--- config.mk ---
export PLATFORM = sky130hd
export DESIGN_NAME = dma_burst_splitter
export DESIGN_NICKNAME = d
export VERILOG_FILES = /design/src/rtl/dma_pkg.sv /design/src/rtl/dma_boundary_room.sv /design/src/rtl/dma_burst_splitter.sv
export SDC_FILE = /design/constraint.sdc
export NUM_CORES = 1
export LEC_CHECK = 0
export BUFFER_PORTS_ARGS = -buffer_cell sky130_fd_sc_hd__buf_2
export CORE_MARGIN = 1.5
export CORE_UTILIZATION = 45
export DETAILED_ROUTE_END_ITERATION = 16
export HOLD_SLACK_MARGIN = 0.05
export RECOVER_POWER = 25
export SLEW_MARGIN = 20
export SYNTH_ARGS = -nofsm -noshare
export SYNTH_HDL_FRONTEND = slang
export SYNTH_SLANG_ARGS = --single-unit
--- constraint.sdc ---
create_clock -name clk -period 8.8 [get_ports clk]
set_input_delay 1.76 -clock clk [delete_from_list [all_inputs] [get_ports clk]]
set_output_delay 1.76 -clock clk [all_outputs]
set_load 0.02 [all_outputs]
--- src/rtl/dma_pkg.sv ---
// Shared types and constants for the DMA burst splitter.
// Burst encodings, AXI boundary limits and FSM states.
package dma_pkg;

  typedef enum logic [1:0] {
    BURST_FIXED = 2'd0,
    BURST_INCR  = 2'd1,
    BURST_WRAP  = 2'd2
  } burst_e;

  typedef enum logic [1:0] {
    S_IDLE,
    S_CALC,
    S_ISSUE
  } state_e;

  localparam int AXI_BOUNDARY    = 4096;
  localparam int FIXED_MAX_BEATS = 16;

endpackage

--- src/rtl/dma_boundary_room.sv ---
// Beats of a given size that fit before the next 4 KB boundary.
// Address is assumed aligned to the beat size.
module dma_boundary_room
  import dma_pkg::*;
(
  input  logic [11:0] addr,
  input  logic [2:0]  size,
  output logic [12:0] room
);

  logic [12:0] bytes;

  assign bytes = 13'(AXI_BOUNDARY) - {1'b0, addr};
  assign room  = bytes >> size;

endmodule

--- src/rtl/dma_burst_splitter.sv ---
// Splits DMA copy commands into AXI-legal bursts.
// All outputs registered; CALC sizes a burst, ISSUE hands it off.
module dma_burst_splitter
  import dma_pkg::*;
#(
  parameter int ADDR_WD   = 32,
  parameter int DATA_WD   = 32,
  parameter int MAX_BURST = 16
) (
  input  logic               clk,
  input  logic               rst,
  input  logic               cmd_valid,
  input  logic [ADDR_WD-1:0] cmd_src_addr,
  input  logic [ADDR_WD-1:0] cmd_dst_addr,
  input  logic [1:0]         cmd_burst,
  input  logic [ADDR_WD-1:0] cmd_len,
  input  logic [2:0]         cmd_size,
  output logic               cmd_ready,
  output logic               cmd_err,
  output logic               bst_valid,
  input  logic               bst_ready,
  output logic [ADDR_WD-1:0] bst_src_addr,
  output logic [ADDR_WD-1:0] bst_dst_addr,
  output logic [7:0]         bst_len,
  output logic [2:0]         bst_size,
  output logic [1:0]         bst_burst,
  output logic               bst_last,
  output logic               done
);

  localparam int DATA_WD_BYTE = DATA_WD / 8;
  localparam logic [2:0] SIZE_MAX = 3'($clog2(DATA_WD_BYTE));
  localparam int FIX_LIM =
    (MAX_BURST < FIXED_MAX_BEATS) ? MAX_BURST : FIXED_MAX_BEATS;

  state_e             state_q, state_d;
  logic [ADDR_WD-1:0] src_q, src_d;
  logic [ADDR_WD-1:0] dst_q, dst_d;
  logic [ADDR_WD-1:0] rem_q, rem_d;
  logic [2:0]         size_q, size_d;
  logic [1:0]         burst_q, burst_d;
  logic [8:0]         beats_q, beats_d;

  logic               cmd_ready_d, cmd_err_d, done_d;
  logic               bst_valid_d, bst_last_d;
  logic [ADDR_WD-1:0] bst_src_d, bst_dst_d;
  logic [7:0]         bst_len_d;
  logic [2:0]         bst_size_d;
  logic [1:0]         bst_burst_d;

  logic [12:0]        src_room, dst_room, cap;
  logic [8:0]         beats_c;
  logic [ADDR_WD-1:0] amask;
  logic               cmd_bad;

  dma_boundary_room u_src_room (
    .addr (src_q[11:0]),
    .size (size_q),
    .room (src_room)
  );

  dma_boundary_room u_dst_room (
    .addr (dst_q[11:0]),
    .size (size_q),
    .room (dst_room)
  );

  // WRAP and reserved both have bit 1 set
  assign amask   = ~({ADDR_WD{1'b1}} << cmd_size);
  assign cmd_bad = cmd_burst[1]
                 | (cmd_size > SIZE_MAX)
                 | (|(cmd_src_addr & amask))
                 | (|(cmd_dst_addr & amask));

  always_comb begin
    cap = 13'(MAX_BURST);
    if (burst_q == BURST_FIXED) begin
      cap = 13'(FIX_LIM);
    end else begin
      if (src_room < cap) cap = src_room;
      if (dst_room < cap) cap = dst_room;
    end
    beats_c = (rem_q < ADDR_WD'(cap)) ? rem_q[8:0] : cap[8:0];
  end

  always_comb begin
    state_d     = state_q;
    src_d       = src_q;
    dst_d       = dst_q;
    rem_d       = rem_q;
    size_d      = size_q;
    burst_d     = burst_q;
    beats_d     = beats_q;
    cmd_ready_d = cmd_ready;
    cmd_err_d   = 1'b0;
    done_d      = 1'b0;
    bst_valid_d = bst_valid;
    bst_src_d   = bst_src_addr;
    bst_dst_d   = bst_dst_addr;
    bst_len_d   = bst_len;
    bst_size_d  = bst_size;
    bst_burst_d = bst_burst;
    bst_last_d  = bst_last;
    unique case (state_q)
      S_IDLE: begin
        cmd_ready_d = 1'b1;
        if (cmd_valid && cmd_ready) begin
          cmd_ready_d = 1'b0;
          src_d       = cmd_src_addr;
          dst_d       = cmd_dst_addr;
          rem_d       = cmd_len;
          size_d      = cmd_size;
          burst_d     = cmd_burst;
          unique case (1'b1)
            cmd_bad:         cmd_err_d = 1'b1;
            (cmd_len == '0): done_d    = 1'b1;
            default:         state_d   = S_CALC;
          endcase
        end
      end
      S_CALC: begin
        beats_d     = beats_c;
        bst_src_d   = src_q;
        bst_dst_d   = dst_q;
        bst_len_d   = 8'(beats_c - 9'd1);
        bst_size_d  = size_q;
        bst_burst_d = burst_q;
        bst_last_d  = (ADDR_WD'(beats_c) == rem_q);
        state_d     = S_ISSUE;
      end
      S_ISSUE: begin
        if (!bst_valid) begin
          bst_valid_d = 1'b1;
        end else if (bst_ready) begin
          bst_valid_d = 1'b0;
          rem_d       = rem_q - ADDR_WD'(beats_q);
          if (burst_q == BURST_INCR) begin
            src_d = src_q + (ADDR_WD'(beats_q) << size_q);
            dst_d = dst_q + (ADDR_WD'(beats_q) << size_q);
          end
          if (rem_d == '0) begin
            done_d  = 1'b1;
            state_d = S_IDLE;
          end else begin
            state_d = S_CALC;
          end
        end
      end
      default: state_d = S_IDLE;
    endcase
  end

  always_ff @(posedge clk or negedge rst) begin
    if (!rst) begin
      state_q      <= S_IDLE;
      src_q        <= '0;
      dst_q        <= '0;
      rem_q        <= '0;
      size_q       <= '0;
      burst_q      <= '0;
      beats_q      <= '0;
      cmd_ready    <= 1'b0;
      cmd_err      <= 1'b0;
      done         <= 1'b0;
      bst_valid    <= 1'b0;
      bst_src_addr <= '0;
      bst_dst_addr <= '0;
      bst_len      <= '0;
      bst_size     <= '0;
      bst_burst    <= '0;
      bst_last     <= 1'b0;
    end else begin
      state_q      <= state_d;
      src_q        <= src_d;
      dst_q        <= dst_d;
      rem_q        <= rem_d;
      size_q       <= size_d;
      burst_q      <= burst_d;
      beats_q      <= beats_d;
      cmd_ready    <= cmd_ready_d;
      cmd_err      <= cmd_err_d;
      done         <= done_d;
      bst_valid    <= bst_valid_d;
      bst_src_addr <= bst_src_d;
      bst_dst_addr <= bst_dst_d;
      bst_len      <= bst_len_d;
      bst_size     <= bst_size_d;
      bst_burst    <= bst_burst_d;
      bst_last     <= bst_last_d;
    end
  end

endmodule

==> results.cfg <==
[run_status]
status = complete, but fails checks
violations = capacitance limit, slew limit

[power]
switching_share_pct = 52.3
power_switching_mw = 3.95
combPwrFrac_pct = 63.9
ir_drop_mv = 0.190
p_int_mw = 3.60
seq_power_share_pct = 24.9
total_power_mw = 7.55
powerDensity_nw_per_um2 = 476
cellLeakagePower_nw = 7.21
power_frac_clock_pct = 11.2

[sta]
grt_setup_unrepaired = false
post-route-period-util_pct = 87.5
slew_viol_final = 135
hold_viol = 0
fin_ws_ns = 1.10
fin_setup_tns_ns = 0
fin_crit_ns = 7.70
tightestPinTransition_ns = 4.27
report.final.setup_viol = 0
slew_headroom_pct = -184
fin_skew_ns = 0.0167
max_freq_mhz = 130

[global_routing]
first_global_vias = 13000
grt_pass1_wl_mm = 71.1
overflow = 0
gr-usage-all-layers_pct = 27.3
antenna_found_initial = 6
grt_max_degree = 96

[final_layout]
drive_gt1_share_pct = 15.5
fillers = 2989
seq_area_um2 = 4850
fin_nets = 2061
final_area_um2 = 15900
multi_input_area_um2 = 8580
finalNonFillerCells = 2299
syn2layout_area_growth_pct = 12.5

[place]
placed_area_um2 = 15200
place_congestion = 0.928
dp_slack_ns = 1.31
port_buffers = 186
hpwl_mm = 32.3
placed_cells = 2263

[worst_setup_path]
reg2reg_to = bst_len[7]
r2r_cells = 31
slowest_stage = nor3_1
crit_buf_inv = 2
cp-start-kind = register
worstSetupPathType = register to register
crit_required_ns = 9.10
crit_arrival_ns = 8.00
cp_max_fo = 8
rr_startpoint = src_q[1]
reg2reg_slack_ns = 1.10
end_kind = register
slowest_delay_ns = 0.66
cp_top_family = compound AO/OA/AOI/OAI gates

[yosys]
yosysMostFrequentCell = nand2_1
synth_compound_area_share_pct = 25.4
synth-edff-count = 0
ys_seq_area_share_pct = 34.5
muxShareOfSynthArea_pct = 2.13
ys_seq_elements = 194
netlist.area_leader.share_pct = 34.5
synth_top_family_by_area = compound AO/OA/AOI/OAI gates
synth_fa_ha_area_share_pct = 6.38
syn_inst = 1767
synth_top_area_cell = dfrtp_1
synth_ff_type = dfrtp_1
yosys.area_share.simple_pct = 23.3
netlist_top_cells_area = dfrtp_1 34%, nand2_1 9.0%, ha_1 6.0%
async_flop_share_pct = 100
synth_warnings = 0
netlist_area_um2 = 14100
syn-mean-instance-area_um2 = 7.97
synth_xor_area_share_pct = 3.11
yosys-top-cells-count = 336 x nand2_1, 194 x dfrtp_1, 144 x a21oi_1
synth.distinct_cells = 104

[routing]
detail-route-antenna-nets = 0
first_iter_violations = 1245
routedWlPerCell_um = 19.4
via_per_inst = 5.99
num_vias = 13800
drt_pass1_iterations = 6
totalWireLength_mm = 44.5
drc = 0

[die]
start_util_pct = 45.9
die_h_um = 180
rows = 64
die_area_um2 = 32400
die_width_um = 180
boundaryPins = 187
core-area_um2 = 30700

[cts]
cts.sinks = 194
clock_path_buffers = 2
cts_root_buffer = clkbuf_16
h-tree-depth = 4
cts_resized = 0
clock_latency_ns = 0.46
post_cts_buffers = 0
cts_buffers = 17
hold_buffers = 0
cts_tree = done
clk_pin_slew_ns = 0.09

[hold_path]
hp-class = register to register
min_path_cells = 2
holdPathEnd = bst_dst_addr[6]
hold_start = bst_dst_addr[6]

[run]
drv_cap = 3
cell families after synthesis:
logic type / Yosys count
and+or+nand+nor: 707
DFF: 194
other: 1
muxes: 24
xor gates and xnor gates: 50
AOI/OAI and AO/OA: 548
buffers and inverters: 173
adders and majority gates: 70
sequential cells by signal, summed over array words and instances, names as in the netlist, 8 cells and up:
| name | flops |
|---|---|
| dst_q | 32 |
| rem_q | 32 |
| bst_src_addr | 32 |
| beats_q | 9 |
| bst_dst_addr | 32 |
| src_q | 32 |
| bst_len | 8 |
worst max path at each step:
stage / from / to / slack, ns / cells after the start
final: src_q[1] / bst_len[7] / 1.10 / 31
after global routing: src_q[1] / bst_len[7] / 0.14 / 31
after CTS: src_q[1] / bst_len[7] / 1.27 / 31
after detailed placement: src_q[1] / bst_len[7] / 1.31 / 31
after global placement: src_q[1] / bst_len[7] / 1.53 / 31
after floorplan: dst_q[2] / bst_len[7] / 2.28 / 31
worst register-to-register path, delay by kind of cell (launching register included):
family          cells  cell delay [ns]
compound gates     16             3.34
mux                 1             0.32
xor+xnor            1             0.15
flops               1             0.45
simple gates        8             2.28
fa+ha+maj           3             0.78
buf+inv             2             0.22
through the flow:
stage	util [%]	hold WS [ns]
6_report	51.7	0.473
5_1_grt	51.7	0.496
4_1_cts	51.7	0.476
3_5_place_dp	49.7	0.457
3_3_place_gp	49.7	0.454
2_1_floorplan	-	0.453
power by group through the flow:
stage	clock network [mW]	registers [mW]	logic, mW
after floorplan	0	1.84	3.51
after global placement	0	1.88	4.70
after detailed placement	0	1.89	4.76
after CTS	0.863	1.87	4.79
after global routing	0.891	1.95	5.37
final	0.845	1.88	4.83
cells in the final DEF, fill, tap and decap left out, drive strengths merged, types with 8 or more instances in the layout:
cell     netlist  layout
o22a           9       9
nor2         131     131
o21a          11      11
mux2i         15      15
xor2          12      12
o31a           8       8
nor2b         11      11
buf           41     203
o22ai         25      25
a211oi        30      30
and2          13      13
and3          21      21
nand4         13      13
o211ai        14      14
nand2b        16      16
or3           18      18
nor3          51      51
nor4          25      25
nand2        337     337
a31oi         28      28
conb           1       8
xnor2         38      38
or4            8       8
a22oi          9       9
a21o          20      20
clkbuf        71      20
a2bb2oi       12      12
nand3         38      38
inv           61      67
o21ai        140     140
o31ai         16      16
ha            67      67
dfrtp        194     194
a21oi        145     145
final cells by class:
cell class | count | area share [%]
antenna | 4 | 0.0631
inverter | 61 | 1.44
multi-input combinational | 1407 | 54.1
sequential | 194 | 30.6
clock buffer | 18 | 2.71
clock inverter | 14 | 1.21
tap | 396 | 3.13
timing repair buffer | 205 | 6.74
per-layer routing:
layer | wire [µm] | GRT usage, % | vias up
met1 | 20100 | 37.5 | 6581
met4 | 1310 | 8.97 | 4
li1 | - | - | 6600
met5 | 21 | 0 | -
met2 | 20100 | 43.2 | 496
met3 | 3000 | 5.21 | 83
Note: power is estimated with default switching activity, not from simulation.
